### config.mk
export PLATFORM = sky130hd
export DESIGN_NAME = add_carry_pipe
export DESIGN_NICKNAME = d
export VERILOG_FILES = /design/src/rtl/add_carry_pkg.sv /design/src/rtl/add_carry_bb_tap.sv /design/src/rtl/add_carry_pipe.sv
export SDC_FILE = /design/constraint.sdc
export NUM_CORES = 1
export LEC_CHECK = 0
export BUFFER_PORTS_ARGS = -buffer_cell sky130_fd_sc_hd__buf_4
export CORE_ASPECT_RATIO = 1.5
export CORE_MARGIN = 3
export CORE_UTILIZATION = 36
export CTS_BUF_LIST = sky130_fd_sc_hd__clkbuf_4 sky130_fd_sc_hd__clkbuf_8 sky130_fd_sc_hd__clkbuf_16
export DETAILED_ROUTE_END_ITERATION = 8
export GPL_ROUTABILITY_DRIVEN = 0
export SLEW_MARGIN = 25
export SYNTH_ARGS = -nofsm -noshare
export SYNTH_HDL_FRONTEND = slang
export SYNTH_SLANG_ARGS = --single-unit
### constraint.sdc
create_clock -name clk -period 4 [get_ports clk]
set_input_delay 0.2 -clock clk [delete_from_list [all_inputs] [get_ports clk]]
set_output_delay 0.2 -clock clk [all_outputs]
set_load 0.005 [all_outputs]
### src/rtl/add_carry_pkg.sv
// Shared types, default sizes and helpers for the add/carry pipeline.
package add_carry_pkg;

  typedef enum logic {
    MODE_ADD = 1'b0,
    MODE_ACC = 1'b1
  } mode_e;

  localparam int unsigned ADD_CARRY_WIDTH = 8;
  localparam int unsigned ADD_CARRY_CNT_W = 4;

  // Increment that sticks at max_val instead of wrapping.
  function automatic int unsigned sat_inc(input int unsigned cnt, input int unsigned max_val);
    return (cnt >= max_val) ? max_val : cnt + 32'd1;
  endfunction

endpackage

### src/rtl/add_carry_bb_tap.sv
// Empty black-box tap cell kept as a bare instance in the netlist.
// Only compiled when BB_TAP_EN is defined.
`ifdef BB_TAP_EN
(* black_box *)
module add_carry_bb_tap (
  input logic in1,
  input logic in2,
  input logic clk
);
endmodule
`endif

### src/rtl/add_carry_pipe.sv
// Two-stage registered add/accumulate pipeline with valid/ready on both sides.
// Define BB_TAP_EN to add a black-box add_carry_bb_tap instance on cin/y[0].
module add_carry_pipe
  import add_carry_pkg::*;
#(
  parameter int unsigned WIDTH = ADD_CARRY_WIDTH,
  parameter int unsigned CNT_W = ADD_CARRY_CNT_W
) (
  input  logic             clk,
  input  logic             rst,
  input  logic             in_valid,
  output logic             in_ready,
  input  logic [WIDTH-1:0] y,
  input  logic             cin,
  input  logic             mode,
  input  logic             clr_acc,
  output logic             out_valid,
  input  logic             out_ready,
  output logic [WIDTH-1:0] a,
  output logic             cout,
  output logic [CNT_W-1:0] acc_cnt
);

  localparam int unsigned SW      = WIDTH + 1;
  localparam int unsigned CNT_MAX = (32'd1 << CNT_W) - 32'd1;

  logic             s1_valid;
  logic [SW-1:0]    s1_sum;
  logic [WIDTH-1:0] s1_y;
  mode_e            s1_mode;
  logic             s1_clr;
  logic [WIDTH-1:0] acc;

  logic             accept_c;
  logic             advance_c;
  logic [WIDTH-1:0] base_c;
  logic [SW-1:0]    sum_c;
  logic             carry_c;

  assign advance_c = s1_valid && (!out_valid || out_ready);
  assign in_ready  = !s1_valid || advance_c;
  assign accept_c  = in_valid && in_ready;

  // Stage-2 adder: ADD folds the stage-1 carry into cout, ACC reports only its own overflow.
  always_comb begin
    base_c  = '0;
    sum_c   = '0;
    carry_c = 1'b0;
    if (s1_mode == MODE_ACC) begin
      base_c  = s1_clr ? '0 : acc;
      sum_c   = {1'b0, base_c} + {1'b0, s1_sum[WIDTH-1:0]};
      carry_c = sum_c[WIDTH];
    end else begin
      sum_c   = {1'b0, s1_y} + {1'b0, s1_sum[WIDTH-1:0]};
      carry_c = sum_c[WIDTH] | s1_sum[WIDTH];
    end
  end

  always_ff @(posedge clk) begin
    if (rst) begin
      s1_valid  <= 1'b0;
      s1_sum    <= '0;
      s1_y      <= '0;
      s1_mode   <= MODE_ADD;
      s1_clr    <= 1'b0;
      out_valid <= 1'b0;
      a         <= '0;
      cout      <= 1'b0;
      acc       <= '0;
      acc_cnt   <= '0;
    end else begin
      if (accept_c) begin
        s1_sum   <= SW'(y) + SW'(cin);
        s1_y     <= y;
        s1_mode  <= mode_e'(mode);
        s1_clr   <= clr_acc;
        s1_valid <= 1'b1;
      end else if (advance_c) begin
        s1_valid <= 1'b0;
      end

      if (advance_c) begin
        out_valid <= 1'b1;
        a         <= sum_c[WIDTH-1:0];
        cout      <= carry_c;
        if (s1_mode == MODE_ACC) begin
          acc     <= sum_c[WIDTH-1:0];
          acc_cnt <= s1_clr ? CNT_W'(1) : CNT_W'(sat_inc(32'(acc_cnt), CNT_MAX));
        end else if (s1_clr) begin
          acc     <= '0;
          acc_cnt <= '0;
        end
      end else if (out_valid && out_ready) begin
        out_valid <= 1'b0;
      end
    end
  end

`ifdef BB_TAP_EN
  add_carry_bb_tap u_bb_tap (
    .in1 (cin),
    .in2 (y[0]),
    .clk (clk)
  );
`endif

endmodule

# Yosys cells after proc, flatten, opt, wreduce, memory -nomap -nowiden
# Cells that the tools add are included.
[word_totals]
regBits = 42
[op_classes]
mux = 12
n_lt_le_gt_ge = 1
add_sub_neg = 4
n_reduce_logical = 11
bitwise = 1
[ops]
columns = ["cell", "n"]
rows = [
  ["2-to-1 mux 8 bit", 3],
  ["adder 8 x 8 -> 9 bit", 2],
  ["2-to-1 mux 4 bit", 4],
  ["adder 8 x 1 -> 9 bit", 1],
  ["nonzero test 2 bit", 3],
  ["2-to-1 mux 1 bit", 5],
  ["adder 4 x 1 -> 4 bit, second input constant", 1],
  [">= comparator 4 bit, second input constant", 1],
  ["logical AND 1 bit", 3],
  ["logical NOT 1 bit", 2],
  ["logical OR 1 bit", 2],
  ["AND reduction 2 bit", 1],
  ["OR 1 bit", 1],
]

# Longest topological paths before layout
# Gate-level depths: netlist of run 1.
[logic_depth]
depth_word = 6
mapped_depth = 11

# Least setup slack after synthesis of run 1
# Ideal clock, no wire load.
[synth_path]
kind = "reg2reg"
from = "register s1_clr"
to = "register a[6]"
synth_period_minus_slack_ps = 2388
t_arrival_ps = 2300
t_required_ps = 3912
setup_time_ps = 88
path_slack_ps = 1612
stages_incl_launch_ff = 12
path_cell_list = "dfxtp_1 clkbuf_1 nor2b_1 ha_1 inv_1 fa_1 nor2b_4 o31a_1 o311a_1 nor3_1 nor2_1 nor4_2"
[synth_between]
elab_chain_cells = 3
[synth_lines]
columns = ["item", "line_no", "source"]
rows = [
  ["start: declaration", "add_carry_pipe.sv:31", "logic s1_clr;"],
  ["start signal: assignment", "add_carry_pipe.sv:76", "s1_clr <= clr_acc;"],
  ["2-to-1 mux 8 bit", "-", ""],
  ["adder 8 x 8 -> 9 bit", "add_carry_pipe.sv:51", "sum_c = {1'b0, base_c} + {1'b0, s1_sum[WIDTH-1:0]};"],
  ["2-to-1 mux 8 bit", "add_carry_pipe.sv:49", "if (s1_mode == MODE_ACC) begin"],
  ["end signal: assignment", "add_carry_pipe.sv:84", "a <= sum_c[WIDTH-1:0];"],
  ["end: declaration", "add_carry_pipe.sv:19", "output logic [WIDTH-1:0] a,"],
]
# No other way between the ends.
# A chain may end at the register's enable or synchronous reset.

# Final worst setup path of run 1
# Ends and elaborated chain as after synthesis.

==> results of run 1 <==
==> cell families after synthesis <==
family / count (synthesis)
AND/OR/NAND/NOR: 123
AO/OA/AOI/OAI: 79
multiplexers: 4
flip-flops: 42
adder cells (fa/ha/maj): 21
buffers and inverters: 21
XOR/XNOR: 13
==> flip-flops by register name, indices dropped and copies added (netlist names) <==
name / count
s1_sum: 9
a: 8
acc: 8
s1_y: 8
acc_cnt: 4
cout: 1
out_valid: 1
s1_clr: 1
s1_mode: 1
s1_valid: 1
==> synthesized netlist by cell type, drive strengths merged (3+ instances only) <==
library cell and n:
a211oi 14, a21o 4, a21oi 31, a22oi 7
and2 3, buf 4, clkbuf 11, dfxtp 42
ha 19, inv 6, mux2i 4, nand2 36
nand2b 4, nand3 4, nor2 40, nor2b 11
nor3 11, nor4 3, o21a 3, o21ai 8
o31a 3, xnor2 8, xor2 5
==> per-stage QoR <==
| stage | setup WS (ps) | instances | hold WS (ps) | area (sq um) | util, % |
|---|---|---|---|---|---|
| final | 1454 | 403 | 123.2 | 2811 | 42.75 |
| after global routing | 1240 | 403 | 149.9 | 2811 | 42.75 |
| after CTS | 1429 | 403 | 116.7 | 2811 | 42.75 |
| after detailed placement | 1450 | 395 | 430.6 | 2716 | 41.31 |
| after global placement | 1529 | 395 | 421.9 | 2716 | 41.31 |
| after floorplan | 1612 | 303 | 317.4 | 2479 | - |
==> power by group through the flow <==
stage          logic, uW  clock network, uW  registers (uW)
2_1_floorplan        110                  0             462
3_3_place_gp         151                  0             468
3_5_place_dp         154                  0             469
4_1_cts              155                304             459
5_1_grt              174                319             462
6_report             152                292             458
==> tightest hold or removal path, cell delays in order <==
cell and delay, ps:
buf_4 90, a21oi_1 30, nor2_1 70
==> area by class of cell <==
type	count	share of cell area, %
Multi-Input combinational cell	240	54.25
Sequential cell	42	29.91
Timing Repair Buffer	31	8.278
Tap cell	76	3.382
Clock buffer	6	2.937
Inverter	6	0.8011
Clock inverter	2	0.4450
==> per-layer routing <==
metal,vias up,global-route usage [%],wire [microns]
met1,973,18.99,2472
li1,1118,-,-
met3,11,2.243,163
met2,39,26.27,2852
met4,0,6.736,145
met5,-,0,0
==> path summary, 6_finish.rpt <==
path	from	end	slack [ps]	cells past startpoint
worst max-delay path	s1_clr	a[6]	1450	10
worst max register to register	s1_clr	a[6]	1450	10
worst min-delay path	in_valid	s1_valid	120	3
worst min register to register	s1_y[3]	s1_y[3]	460	2
==> run_results.csv, run 1 <==
group,metric,value,unit
status,status,"completed",
clocking,ctsResizeCount,0,
power_and_ir_drop,p_per_area,321.1,nW/um^2
final_layout,antenna_cells,0,
timing,relSlewSlack,46.77,%
synthesis,synth_area,2479,sq um
timing,hold_viol_final,0,
global_route,grt-ovfl-total,0,
final_layout,register_area,840.8,sq um
floorplan,die_y,107.6,microns
synthesis,synth_edf_count,0,
synthesis,synth-xor-area-share,4.594,%
final_layout,final_cell_mix,"42 x dfxtp_1, 40 x nor2_1, 35 x nand2_1",
critical_path,path_max_fanout,14,
drt,totalWireLength,5.633,mm
synthesis,synth_area_leaders,"dfxtp_1 34%, ha_1 9.6%, a21oi_1 6.3%",
timing,maxSlewViolCount,0,
critical_path,path_class,"reg -> reg",
clocking,cts_made_buffers,5,
clocking,clk-insertion-delay-late,300,ps
synthesis,synth_top_area_share,33.92,%
critical_path,cp.arrival,2760,ps
power_and_ir_drop,netSwitchingFraction,28.19,%
final_layout,drive_gt1_share,14.07,%
critical_path,cp_slowest_stage_delay,610,ps
final_layout,mostFrequentLayoutCell,"dfxtp_1",
drt,dr.pass1.iters,6,
clocking,cts.sinks,42,
timing,worst_pin_slew,798.4,ps
drt,wl_per_cell,13.98,microns
final_layout,multi_input_area,1525,sq um
power_and_ir_drop,p_sw,254.5,uW
global_route,grt_max_degree,44,
clocking,h-tree-depth,2,
timing,rsz0062_at_grt,"false",
clocking,cts.root.buffer_cell,"clkbuf_8",
floorplan,start_util,37.69,%
global_route,antenna_found_initial,0,
floorplan,io_pins,30,
synthesis,avgSynthCellArea,8.180,sq um
synthesis,synth_compound_area_share,20.49,%
place,port_buffers,29,
power_and_ir_drop,p_clk_share,32.3,%
power_and_ir_drop,p_seq_share,50.8,%
synthesis,synth_top_cell_by_area,"dfxtp_1",
drt,dr_total_vias,2141,
synthesis,synth_top_flop_cell,"dfxtp_1",
drt,drt_iter0_markers,59,
floorplan,coreArea,6576,sq um
critical_path,endpoint_kind,"flop",
timing,layout_worst_path_cycle_share,63.65,%
synthesis,yosys.area_share.simple,23.62,%
power_and_ir_drop,vdd_drop_max,0.1449,mV
clocking,cts_tree,"yes",
synthesis,synthMuxAreaShare,1.615,%
floorplan,rows,36,
global_route,grt_pass1_wl,9.632,mm
synthesis,syn-instance-count,303,
worst_hold_path,min_path_type,"in -> reg",
critical_path,required,4220,ps
timing,finClkSkew,6.293,ps
clocking,clk_pin_slew_worst_paths,90,ps
power_and_ir_drop,p_comb_share,16.9,%
timing,fmax,0.3928,GHz
drt,vias_per_cell,5.313,
critical_path,setup.worst_path.start_class,"flop",
global_route,grt_pass1_vias,2075,
final_layout,fin_nets,362,
final_layout,num-fill-cells,701,
final_layout,syn2layout_area_growth,13.43,%
job,drv_cap,0,
synthesis,synth_fp_nets,339,
drt,final_antenna_net_count,0,
place,dpl.hpwl,4.169,mm
synthesis,ys_ff_latch,42,
timing,setup_tns,0,ps
power_and_ir_drop,leakage,0.001190,uW
floorplan,die-area,7937,sq um
synthesis,async_flop_share,0,%
global_route,grt_usage,15.49,%
critical_path,slowest_stage,"dfxtp_1",
critical_path,path_buf_inv,1,
power_and_ir_drop,power,902.8,uW
synthesis,synth_top_family_by_area,"simple AND/OR/NAND/NOR gates",
timing,finalSetupViolCount,0,
clocking,clockBufferDepth,2,
synthesis,ys_types,47,
floorplan,die_w,73.75,microns
power_and_ir_drop,internal_power,648.2,uW
synthesis,seq_area_frac_synth,33.92,%
timing,fin_crit,2546,ps
clocking,holdBufCountCts,0,
drt,drc_errors,0,
synthesis,synth_warnings,0,
clocking,cts_setup_buffers,0,
critical_path,crit_family,"simple AND/OR/NAND/NOR gates",
critical_path,crit_chain,"nor2b_1 -> ha_1 -> inv_1 -> fa_1 -> nor2b_4 -> o31a_1 -> o311a_1 -> nor3_1 -> nor2_1 -> nor4_2",
synthesis,synth_adder_area_share,11.21,%
Power figures use the tool's default switching activity.
==> inputs of run 2 (changes only) <==
clock period = 2.3 ns   (was 4 ns; I/O delays follow)
==> run_results.csv, run 2 (synthesized netlist as in run 1, its figures left out) <==
group,metric,value,unit
worst_hold_path,min_to,"s1_valid",
floorplan,die_w,73.75,microns
floorplan,start_util,37.69,%
floorplan,die_y,107.6,microns
timing,fmax,0.4616,GHz
final_layout,mostFrequentLayoutCell,"dfxtp_1",
drt,dr_total_vias,2146,
place,port_buffers,29,
status,status,"completed",
timing,relSlewSlack,61.55,%
timing,finalSetupViolCount,0,
final_layout,drive_gt1_share,17.31,%
critical_path,cp_slowest_stage_delay,330,ps
drt,final_antenna_net_count,0,
drt,drc_errors,0,
critical_path,endpoint_kind,"flop",
place,dpl.hpwl,4.214,mm
floorplan,rows,36,
timing,hold_viol_final,0,
clocking,cts_setup_buffers,0,
final_layout,antenna_cells,0,
timing,timing.final.ws_setup,133.5,ps
final_layout,register_area,842.1,sq um
floorplan,coreArea,6576,sq um
worst_hold_path,min_path_type,"in -> reg",
critical_path,crit_family,"simple AND/OR/NAND/NOR gates",
clocking,cts.sinks,42,
timing,finClkSkew,9.850,ps
critical_path,path_class,"reg -> reg",
critical_path,slowest_stage,"o311a_1",
timing,worst_hold_slack,40.19,ps
timing,rsz0062_at_grt,"true",
clocking,clk_pin_slew_worst_paths,90,ps
floorplan,die-area,7937,sq um
global_route,grt_pass1_wl,9.094,mm
timing,fin_crit,2167,ps
critical_path,ff2ff_path_depth,10,
final_layout,multi_input_area,1538,sq um
critical_path,path_max_fanout,3,
critical_path,required,2520,ps
global_route,antenna_found_initial,0,
final_layout,largest_register_ffs,9,
critical_path,timing.rr.end,"a[6]",
critical_path,setup.worst_path.start_class,"flop",
global_route,grt-ovfl-total,0,
critical_path,crit-reg2reg-launch,"acc[0]",
drt,totalWireLength,5.547,mm
drt,wl_per_cell,13.50,microns
clocking,holdBufCountCts,0,
drt,drt_iter0_markers,96,
power_and_ir_drop,vdd_drop_max,0.3027,mV
critical_path,crit_chain,"nor2b_1 -> ha_1 -> inv_1 -> fa_2 -> nor2b_4 -> o31a_1 -> o311a_1 -> nor3_2 -> nor2_1 -> nor4_2",
timing,layout_worst_path_cycle_share,94.20,%
power_and_ir_drop,leakage,0.001240,uW
clocking,h-tree-depth,2,
final_layout,num-fill-cells,681,
power_and_ir_drop,p_per_area,577.0,nW/um^2
final_layout,syn2layout_area_growth,17.16,%
timing,worst_pin_slew,570.7,ps
clocking,cts_tree,"yes",
critical_path,cp.arrival,2380,ps
critical_path,ff2ff_setup_slack,130,ps
clocking,clk-insertion-delay-late,300,ps
drt,vias_per_cell,5.221,
clocking,clockBufferDepth,2,
global_route,grt_pass1_vias,1977,
worst_hold_path,hold_start,"in_valid",
drt,dr.pass1.iters,4,
global_route,grt_usage,14.72,%
place,pre_cts_slack,-35.14,ps
job,drv_cap,0,
critical_path,path_buf_inv,1,
final_layout,fin_nets,370,
worst_hold_path,hold_depth,3,
floorplan,io_pins,30,
final_layout,final_cell_mix,"41 x dfxtp_1, 40 x nor2_1, 39 x buf_4",
final_layout,regMostFlops,"s1_sum",
clocking,cts.root.buffer_cell,"clkbuf_8",
clocking,cts_made_buffers,5,
global_route,grt_max_degree,44,
timing,maxSlewViolCount,0,
run 2: layout make-up:
cell class / count / share of cell area (%)
clock buffers: 6 / 2.628
inverters: 6 / 0.7755
flip-flops and latches: 42 / 29.00
repair buffers: 39 / 10.08
well taps: 76 / 3.274
clock inverters: 2 / 1.293
multi-input cells: 240 / 52.95
run 2: power by group:
part / internal (uW) / leakage (uW) / total (uW) / switching (uW)
Clock: 336 / 0.0000548 / 603 / 267
Sequential: 764 / 0.000345 / 792 / 28.6
Combinational: 131 / 0.000841 / 280 / 150
run 2: metrics by stage:
stage | total power, uW | area, sq um | instances | util (%) | setup TNS (ps)
after floorplan | 995.0 | 2480 | 303 | - | 0
after global placement | 1085 | 2776 | 403 | 42.22 | 0
after detailed placement | 1090 | 2776 | 403 | 42.22 | -35.14
after CTS | 1692 | 2895 | 411 | 44.03 | 0
after global routing | 1762 | 2904 | 411 | 44.16 | -36.15
final | 1676 | 2904 | 411 | 44.16 | 0
run 2: metal layers:
metal  up-vias  routed length, microns  track usage [%]
met4         0                     112            6.218
met2        28                    2801            24.43
met3         8                     157            2.523
met1       974                    2475            18.35
met5         -                       0                0
li1       1136                       -                -
run 2: how the worst max path moves through the flow:
stage	start	endpoint	slack, ps	cells after the start
finish	acc[0]	a[6]	130	10
CTS	s1_clr	a[6]	0.6	10
global placement	s1_clr	a[6]	60	10
global route	acc[0]	a[6]	-40	10
floorplan	s1_clr	a[6]	10	11
detailed placement	s1_clr	a[6]	-40	10
run 2: timing repair:
action                                  CTS  global route
gates resized for setup                   1             3
pin swaps                                 0             1
endpoints found under the setup margin    1             6
run 2: tightest hold or removal path, stage by stage:
cell and delay, ps:
buf_4 90, a21oi_1 30, nor2_1 70
==> inputs of run 3 (changes only) <==
CTS_CLUSTER_SIZE = 28   (was default)
MAX_ROUTING_LAYER = met4   (was default)
SKIP_LAST_GASP = 1   (was default)
==> run_results.csv, run 3 (synthesized netlist as in run 1, its figures left out) <==
group,metric,value,unit
place,port_buffers,29,
global_route,grt_usage,15.22,%
floorplan,die_y,107.6,microns
timing,setup_tns,0,ps
critical_path,endpoint_kind,"flop",
clocking,cts.root.buffer_cell,"clkbuf_8",
critical_path,cp_slowest_stage_delay,330,ps
critical_path,path_buf_inv,1,
timing,worst_pin_slew,570.7,ps
critical_path,required,2520,ps
global_route,grt_max_degree,44,
global_route,grt-ovfl-total,0,
final_layout,antenna_cells,0,
timing,relSlewSlack,61.55,%
drt,dr_total_vias,2136,
clocking,clk_pin_slew_worst_paths,90,ps
timing,hold_viol_final,0,
floorplan,io_pins,30,
place,pre_cts_slack,-35.14,ps
timing,finClkSkew,10.26,ps
global_route,grt_pass1_vias,1975,
timing,finalSetupViolCount,0,
clocking,clk-insertion-delay-late,300,ps
global_route,grt_pass1_wl,9.121,mm
drt,wl_per_cell,13.43,microns
final_layout,final_cell_mix,"41 x dfxtp_1, 40 x nor2_1, 39 x buf_4",
final_layout,fin_nets,370,
worst_hold_path,min_path_type,"in -> reg",
status,status,"completed",
drt,vias_per_cell,5.197,
clocking,holdBufCountCts,0,
clocking,clockBufferDepth,2,
global_route,antenna_found_initial,0,
clocking,cts_tree,"yes",
final_layout,syn2layout_area_growth,17.16,%
final_layout,drive_gt1_share,17.31,%
clocking,cts_setup_buffers,0,
job,drv_cap,0,
clocking,cts.sinks,42,
critical_path,crit_family,"simple AND/OR/NAND/NOR gates",
power_and_ir_drop,leakage,0.001240,uW
timing,fin_crit,2166,ps
timing,layout_worst_path_cycle_share,94.17,%
critical_path,slowest_stage,"o311a_1",
drt,final_antenna_net_count,0,
drt,drc_errors,0,
critical_path,setup.worst_path.start_class,"flop",
floorplan,start_util,37.69,%
critical_path,path_max_fanout,3,
floorplan,rows,36,
final_layout,largest_register_ffs,9,
timing,rsz0062_at_grt,"true",
timing,worst_hold_slack,39.11,ps
timing,maxSlewViolCount,0,
drt,dr.pass1.iters,4,
timing,timing.final.ws_setup,134.2,ps
critical_path,path_class,"reg -> reg",
floorplan,die_w,73.75,microns
power_and_ir_drop,p_per_area,576.8,nW/um^2
final_layout,mostFrequentLayoutCell,"dfxtp_1",
critical_path,crit_chain,"nor2b_1 -> ha_1 -> inv_1 -> fa_2 -> nor2b_4 -> o31a_1 -> o311a_1 -> nor3_2 -> nor2_1 -> nor4_2",
floorplan,die-area,7937,sq um
clocking,h-tree-depth,2,
drt,drt_iter0_markers,95,
drt,totalWireLength,5.519,mm
power_and_ir_drop,vdd_drop_max,0.3020,mV
power_and_ir_drop,power,1675,uW
clocking,cts_made_buffers,5,
place,dpl.hpwl,4.214,mm
floorplan,coreArea,6576,sq um
critical_path,cp.arrival,2390,ps
final_layout,regMostFlops,"s1_sum",
timing,fmax,0.4617,GHz
run 3: cell counts in the layout (fill, tap and decap cells not counted):
Identical to the previous run, type by type.
run 3: metrics by stage:
stage	instance area (sq um)	cells	util [%]
final	2904	411	44.16
after global routing	2904	411	44.16
after CTS	2895	411	44.03
after detailed placement	2776	403	42.22
after global placement	2776	403	42.22
after floorplan	2480	303	-
run 3: worst min-delay path, delay by kind of cell:
| family | cells | cell delay (ps) |
|---|---|---|
| simple gates | 1 | 70 |
| compound gates | 1 | 30 |
| buf+inv | 1 | 90 |
run 3: path summary, 6_finish.rpt:
path	startpoint	end	slack [ps]	cells past startpoint
setup reg to reg	acc[0]	a[6]	130	10
hold reg to reg	s1_y[5]	s1_y[5]	460	2
setup / recovery	acc[0]	a[6]	130	10
hold / removal	in_valid	s1_valid	40	3
run 3: final cells by class:
class                   instances  area, sq um
clock inverters                 2        37.54
fillers                       681         3672
flip-flops and latches         42        842.1
multi-input cells             240         1538
clock buffers                   6        76.32
repair buffers                 39        292.8
inverters                       6        22.52
well taps                      76        95.09
run 3: routing by layer:
metal | vias up | part of all wire (%) | GRT usage, %
met2 | 28 | 50 | 24.37
met4 | 0 | 2.0 | 6.218
met1 | 966 | 45 | 18.41
li1 | 1135 | - | -
met5 | - | 0 | -
met3 | 7 | 2.8 | 3.084
run 3: where the power goes:
part | internal [uW] | leakage (uW) | switching [uW]
registers | 764 | 0.000345 | 28.7
logic | 131 | 0.000841 | 150
clock network | 336 | 0.0000548 | 267
run 3: timing repair:
action / in CTS / in global routing
resized for setup: 1 / 3
pin swaps: 0 / 1
endpoints found under the setup margin: 1 / 6
